`src/rtl/refresh_sequencer.sv`:
```
// Refresh sequencer: waits for the user port to go idle, then read/write-backs
// ROWS_PER_REQ rows from a wrapping row pointer. Optional stats via REFRESH_STATS_EN.
//
// state | meaning
// IDLE  | waiting for refresh_req
// GRANT | port claimed, letting an in-flight user op finish
// RD    | read strobe on current row
// WAIT  | latency down-counter running, capture at terminal count
// WR    | write-back of captured word, advance row pointer
// DONE  | cycle_done pulse, burst count cleared
module refresh_sequencer #(
  parameter int ROWS         = 64,
  parameter int ROWS_PER_REQ = 8,
  parameter int DATA_W       = 32,
  parameter int RD_LAT       = 2,
  localparam int AW          = $clog2(ROWS)
) (
  input  logic              clk,
  input  logic              rst,
  input  logic              refresh_req,
  input  logic              user_active,
  output logic              cycle_done,
  output logic              refresh_busy,
  output logic              arr_rd_en,
  output logic              arr_wr_en,
  output logic [AW-1:0]     arr_addr,
  output logic [DATA_W-1:0] arr_wr_data,
  input  logic [DATA_W-1:0] arr_rd_data
`ifdef REFRESH_STATS_EN
  ,
  output logic [15:0]       stat_bursts,
  output logic [15:0]       stat_defer_cycles,
  output logic [AW-1:0]     stat_row_ptr
`endif
);

  localparam int LW = (RD_LAT > 1) ? $clog2(RD_LAT) : 1;
  localparam int BW = $clog2(ROWS_PER_REQ + 1);

  typedef enum logic [2:0] {
    S_IDLE, S_GRANT, S_RD, S_WAIT, S_WR, S_DONE
  } state_t;

  state_t              state_q, state_d;
  logic [AW-1:0]       row_ptr_q, row_ptr_d;
  logic [AW-1:0]       addr_q, addr_d;
  logic [BW-1:0]       burst_q, burst_d;
  logic [LW-1:0]       lat_q, lat_d;
  logic [DATA_W-1:0]   cap_q, cap_d;

`ifdef REFRESH_STATS_EN
  logic [15:0] stat_bursts_q, stat_bursts_d;
  logic [15:0] stat_defer_q, stat_defer_d;
`endif

  always_ff @(posedge clk or posedge rst) begin
    if (rst) begin
      state_q   <= S_IDLE;
      row_ptr_q <= '0;
      addr_q    <= '0;
      burst_q   <= '0;
      lat_q     <= '0;
      cap_q     <= '0;
    end else begin
      state_q   <= state_d;
      row_ptr_q <= row_ptr_d;
      addr_q    <= addr_d;
      burst_q   <= burst_d;
      lat_q     <= lat_d;
      cap_q     <= cap_d;
    end
  end

  always_comb begin
    state_d      = state_q;
    row_ptr_d    = row_ptr_q;
    addr_d       = addr_q;
    burst_d      = burst_q;
    lat_d        = lat_q;
    cap_d        = cap_q;
    cycle_done   = 1'b0;
    refresh_busy = 1'b0;
    arr_rd_en    = 1'b0;
    arr_wr_en    = 1'b0;
    arr_addr     = addr_q;
    arr_wr_data  = cap_q;

    case (state_q)
      S_IDLE: begin
        if (refresh_req) state_d = S_GRANT;
      end
      S_GRANT: begin
        refresh_busy = 1'b1;
        if (!user_active) state_d = S_RD;
      end
      S_RD: begin
        refresh_busy = 1'b1;
        arr_rd_en    = 1'b1;
        arr_addr     = row_ptr_q;
        addr_d       = row_ptr_q;
        lat_d        = LW'(RD_LAT - 1);
        state_d      = S_WAIT;
      end
      S_WAIT: begin
        refresh_busy = 1'b1;
        // terminal count lands exactly RD_LAT cycles after the read strobe
        if (lat_q == '0) begin
          cap_d   = arr_rd_data;
          state_d = S_WR;
        end else begin
          lat_d = lat_q - LW'(1);
        end
      end
      S_WR: begin
        refresh_busy = 1'b1;
        arr_wr_en    = 1'b1;
        arr_addr     = row_ptr_q;
        addr_d       = row_ptr_q;
        row_ptr_d    = row_ptr_q + AW'(1);
        burst_d      = burst_q + BW'(1);
        if (burst_q == BW'(ROWS_PER_REQ - 1)) state_d = S_DONE;
        else                                  state_d = S_RD;
      end
      S_DONE: begin
        refresh_busy = 1'b1;
        cycle_done   = 1'b1;
        burst_d      = '0;
        state_d      = S_IDLE;
      end
      default: state_d = S_IDLE;
    endcase
  end

`ifdef REFRESH_STATS_EN
  always_comb begin
    stat_bursts_d = stat_bursts_q;
    stat_defer_d  = stat_defer_q;
    if (state_q == S_DONE && stat_bursts_q != 16'hFFFF)
      stat_bursts_d = stat_bursts_q + 16'd1;
    if (state_q == S_GRANT && user_active && stat_defer_q != 16'hFFFF)
      stat_defer_d = stat_defer_q + 16'd1;
  end

  always_ff @(posedge clk or posedge rst) begin
    if (rst) begin
      stat_bursts_q <= '0;
      stat_defer_q  <= '0;
    end else begin
      stat_bursts_q <= stat_bursts_d;
      stat_defer_q  <= stat_defer_d;
    end
  end

  assign stat_bursts       = stat_bursts_q;
  assign stat_defer_cycles = stat_defer_q;
  assign stat_row_ptr      = row_ptr_q;
`endif

endmodule

```
`config.mk`:
```
export PLATFORM = sky130hd
export DESIGN_NAME = refresh_sequencer
export DESIGN_NICKNAME = d
export VERILOG_FILES = /design/src/rtl/refresh_sequencer.sv
export SDC_FILE = /design/constraint.sdc
export NUM_CORES = 1
export LEC_CHECK = 0
export CAP_MARGIN = 30
export CORE_ASPECT_RATIO = 0.9
export CORE_MARGIN = 2
export CORE_UTILIZATION = 48
export DETAILED_ROUTE_END_ITERATION = 16
export HOLD_SLACK_MARGIN = 0.12
export PLACE_DENSITY = 0.95
export SETUP_SLACK_MARGIN = 0.4
export SLEW_MARGIN = 20
export SYNTH_ARGS = -nofsm -noshare
export SYNTH_HDL_FRONTEND = slang
export SYNTH_SLANG_ARGS = --single-unit
export TNS_END_PERCENT = 100
```
`constraint.sdc`:
```
create_clock -name clk -period 3.1 [get_ports clk]
set_input_delay 0.62 -clock clk [delete_from_list [all_inputs] [get_ports clk]]
set_output_delay 0.62 -clock clk [all_outputs]
set_load 0.02 [all_outputs]
```
==> impl_metrics.tcl, run 1 <==
set metrics [dict create \
    hp-class "register to register" \
    final_common_cell "clkdlybuf4s50_1" \
    drive_above_1_share_pct 27.5 \
    post-place-ws_ns 0.572 \
    p_switching_mw 1.19 \
    postSynthAreaPerCell_um2 15.5 \
    clk_pin_slew_ns 0.09 \
    yosys.area.top_type_share_pct 58.3 \
    whs_ns 0.497 \
    cts_sinks 52 \
    n_fill_cell 309 \
    tightest_slew_ns 0.573 \
    path_class "register to primary output" \
    critPathLaunchType "register" \
    synth_ff_type "dfrtp_1" \
    leakagePower_nw 1.45 \
    final_cell_mix "clkdlybuf4s50_1 (71), dfrtp_1 (51), mux2_4 (31)" \
    switching_share_pct 35.2 \
    grt_pass1_vias 1488 \
    h-tree-depth 2 \
    numPortBuffers 77 \
    fp-row-count 23 \
    min_period_ns 2.63 \
    drt_wl_total_um 4810 \
    die_w_um 75.9 \
    synth_compound_area_share_pct 4.54 \
    dp.cells 281 \
    synth_area_leaders "dfrtp_1 (58%), mux2_4 (21%), mux2_2 (4.0%)" \
    peakVddDrop_mv 0.479 \
    pwr-share-clk_pct 11.6 \
    grt_max_degree 53 \
    drtIter0Drc 73 \
    min_period_over_period_pct 85.0 \
    finalSetupTns_ns 0 \
    yosys.area.top_type "dfrtp_1" \
    avgRoutedWirePerCell_um 16.2 \
    maxCapViolations 0 \
    p_comb_share_pct 53.6 \
    outcome "completed" \
    cts_tree "done" \
    synth_xor_area_share_pct 1.96 \
    drc_errors 0 \
    setup_viol 0 \
    core_area_um2 4460 \
    multi_input_area_um2 877 \
    fin_cells 298 \
    areaGrowthSynthToFinish_pct 44.5 \
    die-area_um2 5210 \
    vias_per_cell 4.95 \
    vias 1476 \
    yosysSeqAreaShare_pct 58.3 \
    syn_nets 182 \
    fin_util_pct 72.3 \
    critPathMaxFanout 6 \
    ant_nets 0 \
    clock_latency_ns 0.30 \
    clock-root-buffer "clkbuf_8" \
    gr-total-overflow 0 \
    gp_congestion 0.787 \
    muxShareOfSynthArea_pct 24.9 \
    yosys.area_share.adder_pct 1.12 \
    final-max-slew-violation-count 0 \
    ys_ff_latch 52 \
    yosys_warnings 0 \
    cp.arrival_ns 2.01 \
    rsz0062_at_grt "no" \
    nets 273 \
    power_frac_seq_pct 34.8 \
    postCtsHoldBufs 0 \
    synth_top_family_by_area "multiplexers" \
    fin_skew_ns 0.00947 \
    syn-cell-area_um2 2230 \
    synth-edff-count 0 \
    power_density_nw_per_um2 1040 \
    final.setup.worst_slack_ns 0.466 \
    max_freq_mhz 380 \
    clock_path_buffers 2 \
    dr.pass1.iters 4 \
    cp-end-kind "primary output" \
    grt_use_total_pct 19.2 \
    n_antenna_cell 0 \
    io_pins 78 \
    internal_power_mw 2.18 \
    yosys.cell_types.count 30 \
    grt_antenna_before_repair 0 \
    synthArstFlopShare_pct 100 \
    cts-buffers-inserted 5 \
    grt_pass1_wl_um 7350 \
    synth-simple-area-share_pct 6.79 \
    slew_headroom_pct 61.8 \
    seq_area_um2 1300 \
    hold_violations 0 \
    die_y_um 68.7 \
    start_util_pct 50.0 \
    synthCells 144 \
    dp_hpwl_um 3410 \
    required_ns 2.48 \
]
[per-stage QoR]
stage	power (mW)	cell area (um2)
global route	3.55	3220
floorplan	2.23	2230
finish	3.36	3220
detailed placement	2.93	3070
global placement	2.86	3070
CTS	3.33	3170
[layer usage]
| metal | GRT usage [%] | part of all wire (%) | routed length, um | vias up |
|---|---|---|---|---|
| li1 | - | - | - | 686 |
| met1 | 26.2 | 43 | 2080 | 731 |
| met2 | 31.1 | 50 | 2400 | 55 |
| met3 | 5.23 | 6.4 | 309 | 4 |
| met4 | 3.29 | 0.58 | 28 | 0 |
| met5 | 0 | 0 | 0 | - |
[worst paths after layout]
path	from	slack, ns	to	depth (start not counted)
worst max-delay path	state_q[2]$_DFFE_PP0P_	0.47	arr_addr[5]	5
worst min-delay path	burst_q[3]$_DFFE_PP0P_	0.50	burst_q[3]$_DFFE_PP0P_	1
worst max register to register	state_q[0]$_DFFE_PP0P_	1.24	arr_wr_data[23]$_DFFE_PP0P_	4
worst min register to register	burst_q[3]$_DFFE_PP0P_	0.50	burst_q[3]$_DFFE_PP0P_	1
max in group asynchronous	rst	2.17	state_q[1]$_DFFE_PP0P_	3
min in group asynchronous	rst	0.68	arr_wr_data[12]$_DFFE_PP0P_	3
[power groups by stage]
stage	combinational (mW)	clock, mW	sequential (mW)
2_1_floorplan	0.831	0	1.40
3_3_place_gp	1.70	0	1.16
3_5_place_dp	1.74	0	1.19
4_1_cts	1.75	0.402	1.18
5_1_grt	1.92	0.423	1.21
6_report	1.80	0.389	1.17
[layout make-up]
| cell class | count | share of cell area [%] |
|---|---|---|
| multi-input combinational | 85 | 27.2 |
| timing repair buffer | 88 | 26.6 |
| tap | 62 | 2.41 |
| inverter | 3 | 0.427 |
| clock buffer | 7 | 2.68 |
| sequential | 52 | 40.4 |
| clock inverter | 1 | 0.233 |
[timing repair]
item / 4_1_cts / 5_1_grt
pin swaps: 1 / 1
endpoints found under the setup margin: 6 / 2
buffers inserted: 2 / 7
cloned: 0 / 0
resized for setup: 7 / 0
[sequential cells by signal, indices dropped and copies added, names as in the netlist]
name	cells
row_ptr_q	6
lat_q	1
burst_q	4
state_q	3
arr_wr_data	32
addr_q	6
[synth_stat cells, drive strengths merged (2+ instances only)]
cell type  instances
o31ai              2
ha                 2
nand2              6
a21oi              2
xnor2              4
buf                4
nor2               5
o21ai              6
mux2              39
nand4              3
nor3               2
inv                3
dfrtp             52
nand2b             4
[worst max-delay path, stage by stage, from the launching register on]
cell and delay, ns:
dfrtp_1 0.47, nand2b_4 0.21, a21oi_4 0.22, buf_4 0.15
mux2_2 0.34, dlygate4sd2_1 0.33
[kinds of logic after synthesis]
group	Yosys count
DFF	52
muxes	39
and+or+nand+nor	24
AOI/OAI and AO/OA	15
buffers and inverters	7
xor gates and xnor gates	5
adders and majority gates	2
(Power assumes the default switching activity.)
==> run 2, diff against run 1 <==
- CORE_UTILIZATION: 48 -> 45
- PLACE_DENSITY: 0.95 -> 0.91
- clock period: 3.1 -> 2.44 ns (I/O delays scaled with it)
==> run 2 against run 1 <==
Effect of this change:
- worst setup slack got worse by 0.21 ns
- register-to-register slack worse by 0.41 ns
- final area increased by 2.4%
- sequential power is 25% higher
- highest routed layer unchanged
==> impl_metrics.tcl, run 2 (synthesis gave the netlist of run 1 again) <==
set metrics [dict create \
    n_antenna_cell 0 \
    slew_headroom_pct 66.5 \
    die_w_um 78.2 \
    hp-class "register to register" \
    cts-buffers-inserted 5 \
    grt_max_degree 33 \
    cp-end-kind "primary output" \
    cp.arrival_ns 1.70 \
    maxUsedRoutingLayer "met4" \
    path_class "register to primary output" \
    cts_sinks 52 \
    rsz0062_at_grt "yes" \
    worst_r2r_endpoint "arr_wr_data[22]$_DFFE_PP0P_" \
    gr-total-overflow 0 \
    avgRoutedWirePerCell_um 15.8 \
    fin_skew_ns 0.00895 \
    wl_met3_um 254 \
    gp_congestion 0.817 \
    drive_above_1_share_pct 32.6 \
    dp_hpwl_um 3190 \
    peakVddDrop_mv 0.688 \
    fin_util_pct 68.7 \
    final_common_cell "clkdlybuf4s50_1" \
    core_area_um2 4800 \
    clock-root-buffer "clkbuf_8" \
    io_pins 78 \
    min_period_ns 2.18 \
    min_period_over_period_pct 89.5 \
    h-tree-depth 2 \
    setup_viol 0 \
    drc_errors 0 \
    final-max-slew-violation-count 0 \
    clock_path_buffers 2 \
    die_y_um 70.8 \
    grt_pass1_wl_um 7780 \
    numPortBuffers 77 \
    maxCapViolations 0 \
    die-area_um2 5540 \
    dr.pass1.iters 4 \
    clock_latency_ns 0.30 \
    final_cell_mix "clkdlybuf4s50_1 (67), dfrtp_1 (49), mux2_4 (37)" \
    wl_met1_um 2190 \
    setup.worst_path.start "state_q[1]$_DFFE_PP0P_" \
    reg2regPathDepth 5 \
    critPathMaxFanout 5 \
    endpoint "arr_addr[0]" \
    max_freq_mhz 458 \
    vias_per_cell 4.90 \
    grt_pass1_vias 1543 \
    start_util_pct 46.4 \
    areaGrowthSynthToFinish_pct 48.0 \
    vias 1489 \
    worstReg2RegStart "state_q[0]$_DFFE_PP0P_" \
    nets 276 \
    drtIter0Drc 49 \
    r2r_slack_ns 0.83 \
    wl_met2_um 2350 \
    required_ns 1.95 \
    outcome "completed" \
    hold_violations 0 \
    grt_use_total_pct 18.1 \
    largest_register_ffs 32 \
    finalSetupTns_ns 0 \
    power_density_nw_per_um2 1320 \
    cts_tree "done" \
    n_fill_cell 348 \
    leakagePower_nw 1.48 \
    whs_ns 0.505 \
    tightest_slew_ns 0.501 \
    grt_antenna_before_repair 0 \
    drt_wl_total_um 4810 \
    ant_nets 0 \
    clk_pin_slew_ns 0.10 \
    fp-row-count 24 \
    critPathLaunchType "register" \
]
## run 2: changes by cell type in the layout (fill, tap and decap cells not counted), moves of 2 or more
cell             delta
buf_4               +2
buf_6               +7
clkdlybuf4s50_1     -4
dfrtp_1             -2
dfrtp_2             +2
dlygate4sd2_1       -4
mux2_2              -6
mux2_4              +6
## run 2: final cells by class
class                   instances  area (um2)  share of cell area (%)
well taps                      65        81.3                    2.46
flip-flops and latches         52        1310                    39.5
repair buffers                 91         907                    27.5
clock inverters                 2        16.3                   0.493
multi-input cells              85         905                    27.4
inverters                       3        13.8                   0.417
clock buffers                   6        72.6                    2.20
## run 2: power breakdown
group	switching (mW)	internal, mW
Clock	0.284	0.205
Sequential	0.232	1.23
Combinational	1.03	1.37
## run 2: how the worst min path moves through the flow
stage	startpoint	to	slack [ns]	depth (start not counted)
finish	burst_q[3]$_DFFE_PP0P_	burst_q[3]$_DFFE_PP0P_	0.51	1
global route	burst_q[3]$_DFFE_PP0P_	burst_q[3]$_DFFE_PP0P_	0.52	1
CTS	burst_q[3]$_DFFE_PP0P_	burst_q[3]$_DFFE_PP0P_	0.49	1
detailed placement	burst_q[3]$_DFFE_PP0P_	burst_q[3]$_DFFE_PP0P_	0.47	1
global placement	row_ptr_q[5]$_DFFE_PP0N_	row_ptr_q[5]$_DFFE_PP0N_	0.47	1
floorplan	burst_q[3]$_DFFE_PP0P_	burst_q[3]$_DFFE_PP0P_	0.44	1
## run 2: per-layer routing
layer	vias to the layer above	global-route usage [%]
met5	-	0
met4	0	4.68
met3	2	4.46
met2	48	29.5
met1	752	24.5
li1	687	-
## run 2: timing repair
item,CTS,global route
pin swaps,1,1
setup endpoints to repair,10,8
setup buffers,10,2
gates resized for setup,46,10
hold buffers,0,0
## run 2: worst max-delay path: stages (launching register included)
cell and delay, ns:
dfrtp_2 0.44, nand2b_4 0.17, a21oi_4 0.19, buf_4 0.14, mux2_4 0.29, buf_4 0.16
## run 2: per-stage QoR
| step | setup slack [ns] | cell area (um2) | instances | total power [mW] |
|---|---|---|---|---|
| 2_1_floorplan | 0.677 | 2230 | 144 | 2.84 |
| 3_3_place_gp | 0.143 | 3080 | 284 | 3.65 |
| 3_5_place_dp | 0.0911 | 3080 | 284 | 3.71 |
| 4_1_cts | 0.243 | 3270 | 302 | 4.32 |
| 5_1_grt | 0.208 | 3300 | 304 | 4.58 |
| 6_report | 0.256 | 3300 | 304 | 4.35 |
==> run 3, diff against run 2 <==
- GPL_TIMING_DRIVEN: default -> 0
==> run 3 against run 2 <==
Effect of this change:
- via count is 2.4% higher
- die area stayed put
- clock-buffer cell count is 1 lower
- clock power is 40% higher
- largest power group unchanged
==> impl_metrics.tcl, run 3 (synthesis gave the netlist of run 1 again) <==
set metrics [dict create \
    outcome "completed" \
    dp.cells 287 \
    hold_depth 1 \
    areaGrowthSynthToFinish_pct 53.4 \
    final.setup.worst_slack_ns 0.218 \
    nets 284 \
    tightest_slew_ns 0.561 \
    drive_above_1_share_pct 34.6 \
    cts_tree "done" \
    die-area_um2 5540 \
    io_pins 78 \
    vias 1525 \
    clock_path_buffers 2 \
    cts_sinks 52 \
    whs_ns 0.489 \
    die_w_um 78.2 \
    drt_wl_total_um 5020 \
    cp-end-kind "primary output" \
    vias_per_cell 4.90 \
    grt_use_total_pct 17.9 \
    required_ns 1.95 \
    final-max-slew-violation-count 0 \
    h-tree-depth 2 \
    dp_hpwl_um 3150 \
    fin_skew_ns 0.00895 \
    post-place-ws_ns 0.0840 \
    largest_register_ffs 32 \
    setup_viol 0 \
    clock-root-buffer "clkbuf_8" \
    rsz0062_at_grt "yes" \
    fin_cells 311 \
    ant_nets 0 \
    critPathMaxFanout 3 \
    hold_end "row_ptr_q[5]$_DFFE_PP0N_" \
    maxCapViolations 0 \
    clk_pin_slew_ns 0.09 \
    leakagePower_nw 1.55 \
    final_common_cell "clkdlybuf4s50_1" \
    gp_congestion 0.777 \
    power_density_nw_per_um2 1360 \
    critPathLaunchType "register" \
    worst_r2r_endpoint "arr_wr_data[24]$_DFFE_PP0P_" \
    start_util_pct 46.4 \
    r2r_slack_ns 0.68 \
    numPortBuffers 77 \
    path_class "register to primary output" \
    min_period_over_period_pct 91.1 \
    fp-row-count 24 \
    min_from "row_ptr_q[5]$_DFFE_PP0N_" \
    max_freq_mhz 450 \
    gr-total-overflow 0 \
    p_total_mw 4.64 \
    postCtsHoldBufs 0 \
    grt_max_degree 28 \
    peakVddDrop_mv 0.620 \
    hold_violations 0 \
    slew_headroom_pct 62.5 \
    min_period_ns 2.22 \
    cts-buffers-inserted 5 \
    core_area_um2 4800 \
    final_cell_mix "clkdlybuf4s50_1 (67), dfrtp_1 (50), mux2_4 (37)" \
    reg2regPathDepth 6 \
    grt_pass1_vias 1561 \
    hp-class "register to register" \
    avgRoutedWirePerCell_um 16.1 \
    drtIter0Drc 44 \
    worstReg2RegStart "state_q[2]$_DFFE_PP0P_" \
    n_antenna_cell 0 \
    clock_latency_ns 0.30 \
    dr.pass1.iters 4 \
    cp.arrival_ns 1.73 \
    grt_antenna_before_repair 0 \
    drc_errors 0 \
    grt_pass1_wl_um 7700 \
    die_y_um 70.8 \
]
run 3: cell count changes in the layout (fill, tap and decap cells not counted), sizes merged:
cell / previous run / this run
buf: 21 / 29
bufinv: 0 / 2
clkdlybuf4s15: 1 / 0
clkinv: 1 / 0
clkinvlp: 1 / 0
run 3: final cells by class:
class                      count  area (um2)
clock inverter                 2        60.1
inverter                       3        18.8
multi-input combinational     85         900
sequential                    52        1300
buffer                         4        38.8
tap                           65        81.3
clock buffer                   5        68.8
fill                         335        1380
timing repair buffer          95         951
run 3: worst max path at each step:
stage	start	to	slack (ns)	depth (start not counted)
after floorplan	state_q[1]$_DFFE_PP0P_	arr_addr[0]	0.68	3
after detailed placement	state_q[1]$_DFFE_PP0P_	arr_addr[0]	0.08	4
final	state_q[1]$_DFFE_PP0P_	arr_addr[3]	0.22	5
after global routing	state_q[1]$_DFFE_PP0P_	arr_addr[3]	0.16	5
after CTS	state_q[2]$_DFFE_PP0P_	arr_addr[2]	0.19	5
after global placement	rst	arr_wr_data[17]$_DFFE_PP0P_	-0.24	2
run 3: layer usage:
metal / routed length, um / vias to the layer above / global-route usage [%] / share of wire (%)
met4: 108 / 0 / 7.99 / 2.2
met5: 0 / - / 0 / 0
met1: 2200 / 754 / 23.7 / 44
li1: - / 705 / - / -
met3: 275 / 10 / 4.59 / 5.5
met2: 2430 / 56 / 28.3 / 48
run 3: worst max-delay path, stage by stage, from the launching register on:
cell      delay (ns)
dfrtp_2         0.45
nand2b_4        0.17
a21oi_4         0.22
buf_6           0.15
mux2_4          0.31
buf_6           0.13
run 3: stage by stage:
| step | setup TNS (ns) | area, um2 | utilization, % |
|---|---|---|---|
| finish | 0 | 3420 | 71.2 |
| global route | 0 | 3420 | 71.2 |
| CTS | 0 | 3260 | 67.9 |
| detailed placement | 0 | 3100 | 64.6 |
| global placement | -12.20 | 3080 | 64.2 |
| floorplan | 0 | 2230 | - |
run 3: repair_timing:
action | 4_1_cts | 5_1_grt
cloned | 0 | 0
setup endpoints to repair | 10 | 8
pin swaps | 1 | 1
gates resized for setup | 36 | 26
setup buffers | 8 | 9
run 3: report_power, final:
part	internal, mW	switching [mW]
combinational	1.44	1.07
sequential	1.23	0.223
clock	0.404	0.277
total	3.07	1.57
